File: src/rtl/dm_access_unit_pkg.sv
// Shared encodings and helpers for the data-memory access unit:
// op types, FSM states, the data-memory address limit and lane helpers.
package dm_access_unit_pkg;

    typedef enum logic [2:0] {
        OP_LW  = 3'd0,
        OP_LH  = 3'd1,
        OP_LHU = 3'd2,
        OP_LB  = 3'd3,
        OP_LBU = 3'd4,
        OP_SW  = 3'd5,
        OP_SH  = 3'd6,
        OP_SB  = 3'd7
    } op_t;

    typedef enum logic [1:0] {
        ST_IDLE = 2'd0,
        ST_REQ  = 2'd1,
        ST_DONE = 2'd2
    } state_t;

    localparam logic [31:0] DM_LIMIT = 32'h0000_3000;

    function automatic logic op_is_store(input op_t op);
        return (op == OP_SW) || (op == OP_SH) || (op == OP_SB);
    endfunction

    function automatic logic op_misaligned(input op_t op, input logic [1:0] lo);
        logic bad;
        bad = 1'b0;
        case (op)
            OP_LW, OP_SW:          bad = (lo != 2'b00);
            OP_LH, OP_LHU, OP_SH:  bad = lo[0];
            default:               bad = 1'b0;
        endcase
        return bad;
    endfunction

    function automatic logic [3:0] op_byte_enables(input op_t op, input logic [1:0] lo);
        logic [3:0] be;
        be = 4'b1111;
        case (op)
            OP_SH:   be = lo[1] ? 4'b1100 : 4'b0011;
            OP_SB:   be = 4'b0001 << lo;
            default: be = 4'b1111;
        endcase
        return be;
    endfunction

    // Replicate the store source across every lane it could land in so the
    // byte enables alone select the written bytes.
    function automatic logic [31:0] op_lane_wdata(input op_t op, input logic [31:0] data);
        logic [31:0] lanes;
        lanes = data;
        case (op)
            OP_SH:   lanes = {2{data[15:0]}};
            OP_SB:   lanes = {4{data[7:0]}};
            default: lanes = data;
        endcase
        return lanes;
    endfunction

endpackage

File: src/rtl/dm_load_ext.sv
// Load-result extraction: picks the addressed halfword/byte out of the raw
// memory word and sign- or zero-extends it according to the load type.
module dm_load_ext
    import dm_access_unit_pkg::*;
(
    input  op_t         op,
    input  logic [1:0]  lo,
    input  logic [31:0] word,
    output logic [31:0] data
);

    logic signed [15:0] half;
    logic signed [7:0]  byte_sel;

    always_comb begin
        half     = lo[1] ? word[31:16] : word[15:0];
        byte_sel = word[7:0];
        case (lo)
            2'd0:    byte_sel = word[7:0];
            2'd1:    byte_sel = word[15:8];
            2'd2:    byte_sel = word[23:16];
            default: byte_sel = word[31:24];
        endcase

        data = word;
        case (op)
            OP_LH:   data = {{16{half[15]}}, half};
            OP_LHU:  data = {16'h0000, half};
            OP_LB:   data = {{24{byte_sel[7]}}, byte_sel};
            OP_LBU:  data = {24'h00_0000, byte_sel};
            default: data = word;
        endcase
    end

endmodule

File: src/rtl/dm_access_unit.sv
// M-stage data-memory access unit: address checks, one-request handshake
// with the data memory, and extended load results with a completion pulse.
module dm_access_unit
    import dm_access_unit_pkg::*;
(
    input  logic        clk,
    input  logic        reset,
    input  logic        op_valid,
    input  logic [2:0]  op_type,
    input  logic [31:0] addr,
    input  logic [31:0] wdata,
    output logic        stall,
    output logic [31:0] rdata,
    output logic        rdata_valid,
    output logic        exc_adel,
    output logic        exc_ades,
    output logic        mem_req,
    output logic        mem_we,
    output logic [31:0] mem_addr,
    output logic [3:0]  mem_be,
    output logic [31:0] mem_wdata,
    input  logic        mem_ack,
    input  logic [31:0] mem_rdata
);

    state_t      state;
    op_t         op_r;
    logic [1:0]  lo_r;
    logic        we_r;
    logic [31:0] addr_r;
    logic [3:0]  be_r;
    logic [31:0] wdata_r;
    logic [31:0] rdata_r;

    op_t         op_in;
    logic        store_in;
    logic        bad_in;
    logic        idle_op;
    logic        accept;
    logic [31:0] ext_data;

    assign op_in    = op_t'(op_type);
    assign store_in = op_is_store(op_in);
    assign bad_in   = op_misaligned(op_in, addr[1:0]) || (addr >= DM_LIMIT);
    // Combinational IDLE decisions are gated by reset so every output is
    // low while reset is held, even with op_valid asserted.
    assign idle_op  = reset && (state == ST_IDLE) && op_valid;
    assign accept   = idle_op && !bad_in;

    dm_load_ext u_load_ext (
        .op   (op_r),
        .lo   (lo_r),
        .word (mem_rdata),
        .data (ext_data)
    );

    always_ff @(posedge clk or negedge reset) begin
        if (!reset) begin
            state   <= ST_IDLE;
            op_r    <= OP_LW;
            lo_r    <= 2'b00;
            we_r    <= 1'b0;
            addr_r  <= 32'h0;
            be_r    <= 4'h0;
            wdata_r <= 32'h0;
            rdata_r <= 32'h0;
        end else begin
            case (state)
                ST_IDLE: begin
                    if (accept) begin
                        op_r    <= op_in;
                        lo_r    <= addr[1:0];
                        we_r    <= store_in;
                        addr_r  <= {addr[31:2], 2'b00};
                        be_r    <= op_byte_enables(op_in, addr[1:0]);
                        wdata_r <= op_lane_wdata(op_in, wdata);
                        state   <= ST_REQ;
                    end
                end
                ST_REQ: begin
                    if (mem_ack) begin
                        if (!we_r) begin
                            rdata_r <= ext_data;
                        end
                        state <= ST_DONE;
                    end
                end
                ST_DONE: begin
                    state <= ST_IDLE;
                end
                default: begin
                    state <= ST_IDLE;
                end
            endcase
        end
    end

    assign stall       = accept || (state == ST_REQ);
    assign exc_adel    = idle_op && bad_in && !store_in;
    assign exc_ades    = idle_op && bad_in && store_in;
    assign mem_req     = (state == ST_REQ);
    assign mem_we      = (state == ST_REQ) && we_r;
    assign mem_addr    = addr_r;
    assign mem_be      = be_r;
    assign mem_wdata   = wdata_r;
    assign rdata       = rdata_r;
    assign rdata_valid = (state == ST_DONE);

endmodule
File: config.mk
export PLATFORM = sky130hd
export DESIGN_NAME = dm_access_unit
export DESIGN_NICKNAME = d
export VERILOG_FILES = /design/src/rtl/dm_access_unit_pkg.sv /design/src/rtl/dm_load_ext.sv /design/src/rtl/dm_access_unit.sv
export SDC_FILE = /design/constraint.sdc
export NUM_CORES = 1
export LEC_CHECK = 0
export ABC_AREA = 1
export CAP_MARGIN = 30
export CORE_MARGIN = 2
export CORE_UTILIZATION = 56
export CTS_CLUSTER_DIAMETER = 60
export CTS_CLUSTER_SIZE = 25
export DETAILED_ROUTE_END_ITERATION = 10
export DONT_BUFFER_PORTS = 1
export PLACE_DENSITY_LB_ADDON = 0.2
export SLEW_MARGIN = 20
export SYNTH_ARGS = -nofsm -noshare
export SYNTH_HDL_FRONTEND = slang
export SYNTH_SLANG_ARGS = --single-unit
File: constraint.sdc
create_clock -name clk -period 1.61 [get_ports clk]
set_clock_uncertainty 0.05 [all_clocks]
set_input_delay 0.2415 -clock clk [delete_from_list [all_inputs] [get_ports clk]]
set_output_delay 0.2415 -clock clk [all_outputs]
set_load 0.02 [all_outputs]
; ---- Word level (Yosys, flattened, before mapping)
; Index checks and enable logic that the tools add are counted.
[classes]
n_shift = 1
n_mux = 10
bitwise_logic = 1
magnitude_cmp = 1
eq_ne = 15
n_reduce_logical = 22
[ops]
columns = cell, n
row1 = 32-bit case mux with 4 select lines, 1
row2 = 32-bit case mux with 2 select lines, 1
row3 = "32-bit by 14-bit greater-or-equal comparator with 1-bit output, second input constant", 1
row4 = 8-bit case mux with 3 select lines, 1
row5 = 16-bit two-way mux, 1
row6 = "3-bit == test, second input constant", 4
row7 = "3-bit by 2-bit == test with 1-bit output, second input constant", 3
row8 = 4-bit case mux with 2 select lines, 1
row9 = 1-bit logical AND, 7
row10 = "3-bit by 1-bit == test with 1-bit output, second input constant", 2
row11 = "2-bit by 1-bit == test with 1-bit output, second input constant", 2
row12 = "2-bit == test, second input constant", 2
row13 = 2-bit zero test, 2
row14 = 1-bit logical OR, 4
row15 = 2-bit two-way mux, 2
row16 = 4-bit two-way mux, 1
row17 = 2-bit case mux with 2 select lines, 1
row18 = 2-bit AND reduction, 2
row19 = "1-bit by 2-bit left shift with 4-bit output, first input constant", 1
row20 = 3-bit zero test, 1
row21 = 3-bit AND reduction, 1
row22 = 3-bit OR reduction, 1
row23 = 1-bit zero test, 2
row24 = "2-bit by 1-bit inequality test with 1-bit output, second input constant", 1
row25 = 5 further kinds, 5
[word_totals]
wordCells = 58
input_bits = 103
reg_bits = 106

; ---- Longest topological paths before layout
[depth]
ltp_word = 8
mapped_depth = 10

; ---- By module
; A second synthesis with hierarchy kept.
[hier_totals]
hier_cells = 734
hier_area_um2 = 5853.1
[by_module_without_submodules]
columns = mod, area_per_inst_um2, instances, seq_area_each_um2, cells_per_inst
row1 = dm_access_unit, 4708.3, 1, 2652.5, 513
row2 = dm_load_ext, 1144.8, 1, 0.0, 221

; ---- Worst setup path after synthesis
; No wires, ideal clock.
[synth_path]
path_type = register -> output
start = register state[0]
end = output exc_adel
required_time_ns = 1.319
arrival_time_ns = 1.326
path_buffers = 2
path_stages_with_launch = 6
slack_ns = -0.008
cell_sequence = dfrtp_1 -> nor3_1 -> buf_2 -> buf_2 -> nand2_1 -> nor2_1
[synth_via]
elab_chain_cells = 5
[synth_lines]
columns = item, line_no
row1 = from (decl), dm_access_unit.sv:26  ; state_t state;
row2 = from (signal assigned), dm_access_unit.sv:59  ; state <= ST_IDLE;
row3 = from (signal assigned), dm_access_unit.sv:77  ; state <= ST_REQ;
row4 = from (signal assigned), dm_access_unit.sv:85  ; state <= ST_DONE;
row5 = 2-bit zero test, dm_access_unit.sv:47  ; assign idle_op = reset && (state == ST_IDLE) && op_valid;
row6 = 1-bit logical AND (2 in a row), dm_access_unit.sv:47
row7 = 1-bit logical AND (2 in a row), dm_access_unit.sv:99  ; assign exc_adel = idle_op && bad_in && !store_in;
row8 = to (decl), dm_access_unit.sv:15  ; output logic exc_adel,
; Every way passes these cells.

; ---- Final worst setup path
[layout_path]
start = register state[1]
end = output exc_adel
; The elaborated chain is that of the path after synthesis.

==> reports/qor.csv <==
stage,metric,value,unit
route,DRT iter0 DRCs,512,
clock_tree,CTS tree,done,
layout,NumNets Final,911,
clock_tree,Sink Count,106,
global_routing,GRT overflow,0,
route,Detail Route Antenna Nets,0,
floorplan,die area,10850,um^2
layout,fraction of layout cells with a size suffix above 1,12.30,%
clock_tree,H-tree levels,3,
critical_path,CP max-delay cell,dfrtp_1,
power_and_ir_drop,Clock power frac,31.8,%
route,Avg WL per Cell,17.18,um
synth,dominant cells by area after synthesis,"dfrtp_1 (47%), nand2_1 (20%), nand4_1 (6.5%), nand3_1 (5.3%), nor2_1 (5.1%)",
clock_tree,TritonCTS buffer count,9,
route,Final Routed Wirelength,16250,um
clock_tree,Worst-path clk slew,0.10,ns
status,outcome,"complete, but fails checks",
clock_tree,Clock Latency Late Sink,0.36,ns
floorplan,Initial Utilization,57.49,%
floorplan,core box area,9774,um^2
power_and_ir_drop,PD cells,717.4,nW/um^2
critical_path,worst-path fanout max,2,
route,DR vias/cell,5.733,
sta,RSZ-0062 raised after global routing,yes,
critical_path,crit path cell chain,"nor3_2, buf_4, buf_6, nand2_4, nor2_4, buf_6",
synth,Yosys top cell area share,47.21,%
global_routing,first-pass GRT wire length,25380,um
floorplan,# rows,36,
synth,"count leader, synth",nand2_1,
route,via count,5423,
power_and_ir_drop,net load switching power,1.230,mW
sta,Final WS setup,-0.1436,ns
synth,Syn. warnings,0,
power_and_ir_drop,Int Power,3.462,mW
layout,Layout area overhead,16.41,%
floorplan,die height,104.2,um
critical_path,CP endpoint kind,primary output,
global_routing,number of global-route vias before repair,5096,
critical_path,WP data arrival,1.46,ns
floorplan,# IOs,209,
placement,RD Place Congestion,0.9462,
clock_tree,clk buf depth,2,
sta,fin crit share,108.9,%
critical_path,crit path buf inv count,3,
synth,async set-reset flop share out of synthesis,100.0,%
critical_path,critical path required time,1.32,ns
placement,DP Area,5859,um^2
global_routing,largest net degree at the start of global routing,108,
power_and_ir_drop,Leakage,3.623,nW
critical_path,Crit Path Category,reg -> out,
clock_tree,CTS Root Cell,clkbuf_8,
global_routing,initial antenna violation count,0,
synth,synthesized cell area,5619,um^2
power_and_ir_drop,part of the power in registers,60.4,%
placement,dpl hpwl,11080,um
critical_path,most frequent CP cell,buf_6,
sta,"Hold Vio Cnt, Final",106,
critical_path,crit path launch type,flop,
sta,Max Slew Vio Count,0,
sta,tightest hold margin,-0.4960,ns
synth,Post-synth top cells,"nand2_1 (303), dfrtp_1 (106), nor2_1 (77)",
synth,cell type with the largest total area after synthesis,dfrtp_1,
layout,Ant. Diodes,0,
synth,Cells after Synth,766,
power_and_ir_drop,maximum vdd drop,0.5221,mV
placement,DP Worst Slack,-0.01109,ns
sta,setup violators final,3,
synth,Post-synth EDFFs,0,
floorplan,Die Wd,104.2,um
critical_path,max incr delay on CP,0.39,ns
sta,fmax,570.2,MHz
worst_hold_path,hold crit path type,in -> async,
synth,Synth Register Bits,106,
critical_path,family with the most delay on the worst path,flip-flops,
layout,final instance area,6541,um^2
synth,ys flop type,dfrtp_1,
status,failing checks,"negative hold slack, negative setup slack",
route,Pre-antenna DRT Iters,8,
synth,Cell variety after synth,26,
sta,post-layout minimum cycle time,1.754,ns
flow_run,max_cap viols,0,
power_and_ir_drop,combinational share of power,7.8,%
synth,sequential element share of the synthesized area,47.21,%
global_routing,Total Routing Usage GR,29.11,%
power_and_ir_drop,Net Sw Frac,26.21,%
placement,Port Buffers,0,
route,DR DRC count,0,
synth,Avg Inst Size Synth,7.336,um^2
clock_tree,hold buffers post-CTS,26,
area by class of cell:
class,instances,area [um^2]
clock buffer,11,131.4
clock inverter,5,40.04
fill,876,3233
inverter,56,221.5
multi-input combinational,559,2581
sequential,106,2655
tap,133,166.4
timing repair buffer,76,745.7
flip-flops by register name, indices dropped and copies added, names as in the netlist:
name / flops
op_r: 3
we_r: 1
mem_wdata: 32
state: 2
mem_addr: 30
rdata: 32
mem_be: 4
lo_r: 2
path summary, 6_finish.rpt:
check / cells after the start / slack (ns) / startpoint / endpoint
min in group clk: 4 / 0.05 / wdata[18] / mem_wdata[18]
min reg2reg: 2 / 0.43 / we_r / we_r
max: 6 / -0.14 / state[1] / exc_adel
min: 0 / -0.50 / reset / rdata[21]
max reg2reg: 10 / 0.08 / state[1] / rdata[15]
max in group asynchronous: 0 / 1.88 / reset / mem_wdata[7]
cells in the final DEF, fill, tap and decap left out, types with 2 or more instances in the layout:
cell           count
buf_4             37
clkinvlp_4         3
o21ai_0           22
inv_8              2
nand3_4            2
inv_1             50
o21ai_1            6
clkbuf_1           2
clkbuf_8           9
nor2_4             9
conb_1             2
nor2_2             2
nand3_1           58
nand2_4            2
nand2_2            4
or2_2              3
nand2_1          299
dfrtp_1          104
nand3_2            2
inv_2              4
buf_12             5
buf_6              6
dfrtp_2            2
dlygate4sd3_1     26
nor2_1            72
o211ai_1          14
nand4_1           58
layer usage:
metal | track usage, % | wire length, um
met1 | 36.34 | 6202
met2 | 47.51 | 7588
met3 | 10.53 | 2080
met4 | 8.880 | 380
met5 | 0 | 0
metrics by stage:
stage               util [%]  TNS (ns)  power (mW)  std cells
floorplan                  -  -0.01587       3.099        767
detailed placement     59.95  -0.02529       3.165        891
global placement       59.95         0       3.159        891
global route           66.92   -0.7005       4.894        946
CTS                    65.09   -0.5758       4.716        938
finish                 66.92   -0.3380       4.692        946
what timing repair did:
action,in CTS,in global routing
endpoints found under the hold margin,133,106
setup buffers,5,6
gates resized for setup,10,35
endpoints found under the setup margin,11,93
gates cloned,0,3
pin swaps,5,9
cell families (layout without fill, tap and decap cells):
kind of cell	count (synthesis)	in the layout	share of synthesized area, %
flops	106	106	47.21
compound gates	44	44	4.609
buf+inv	104	148	9.040
other cells	1	2	0.06674
simple gates	511	513	39.08
power groups by stage:
stage                     Clock (mW)  Combinational [mW]  Sequential [mW]
final                           1.49               0.367             2.83
after global routing            1.64               0.408             2.84
after CTS                       1.54               0.341             2.84
after detailed placement           0               0.276             2.89
after global placement             0               0.271             2.89
after floorplan                    0               0.224             2.88
(Power assumes the default switching activity.)
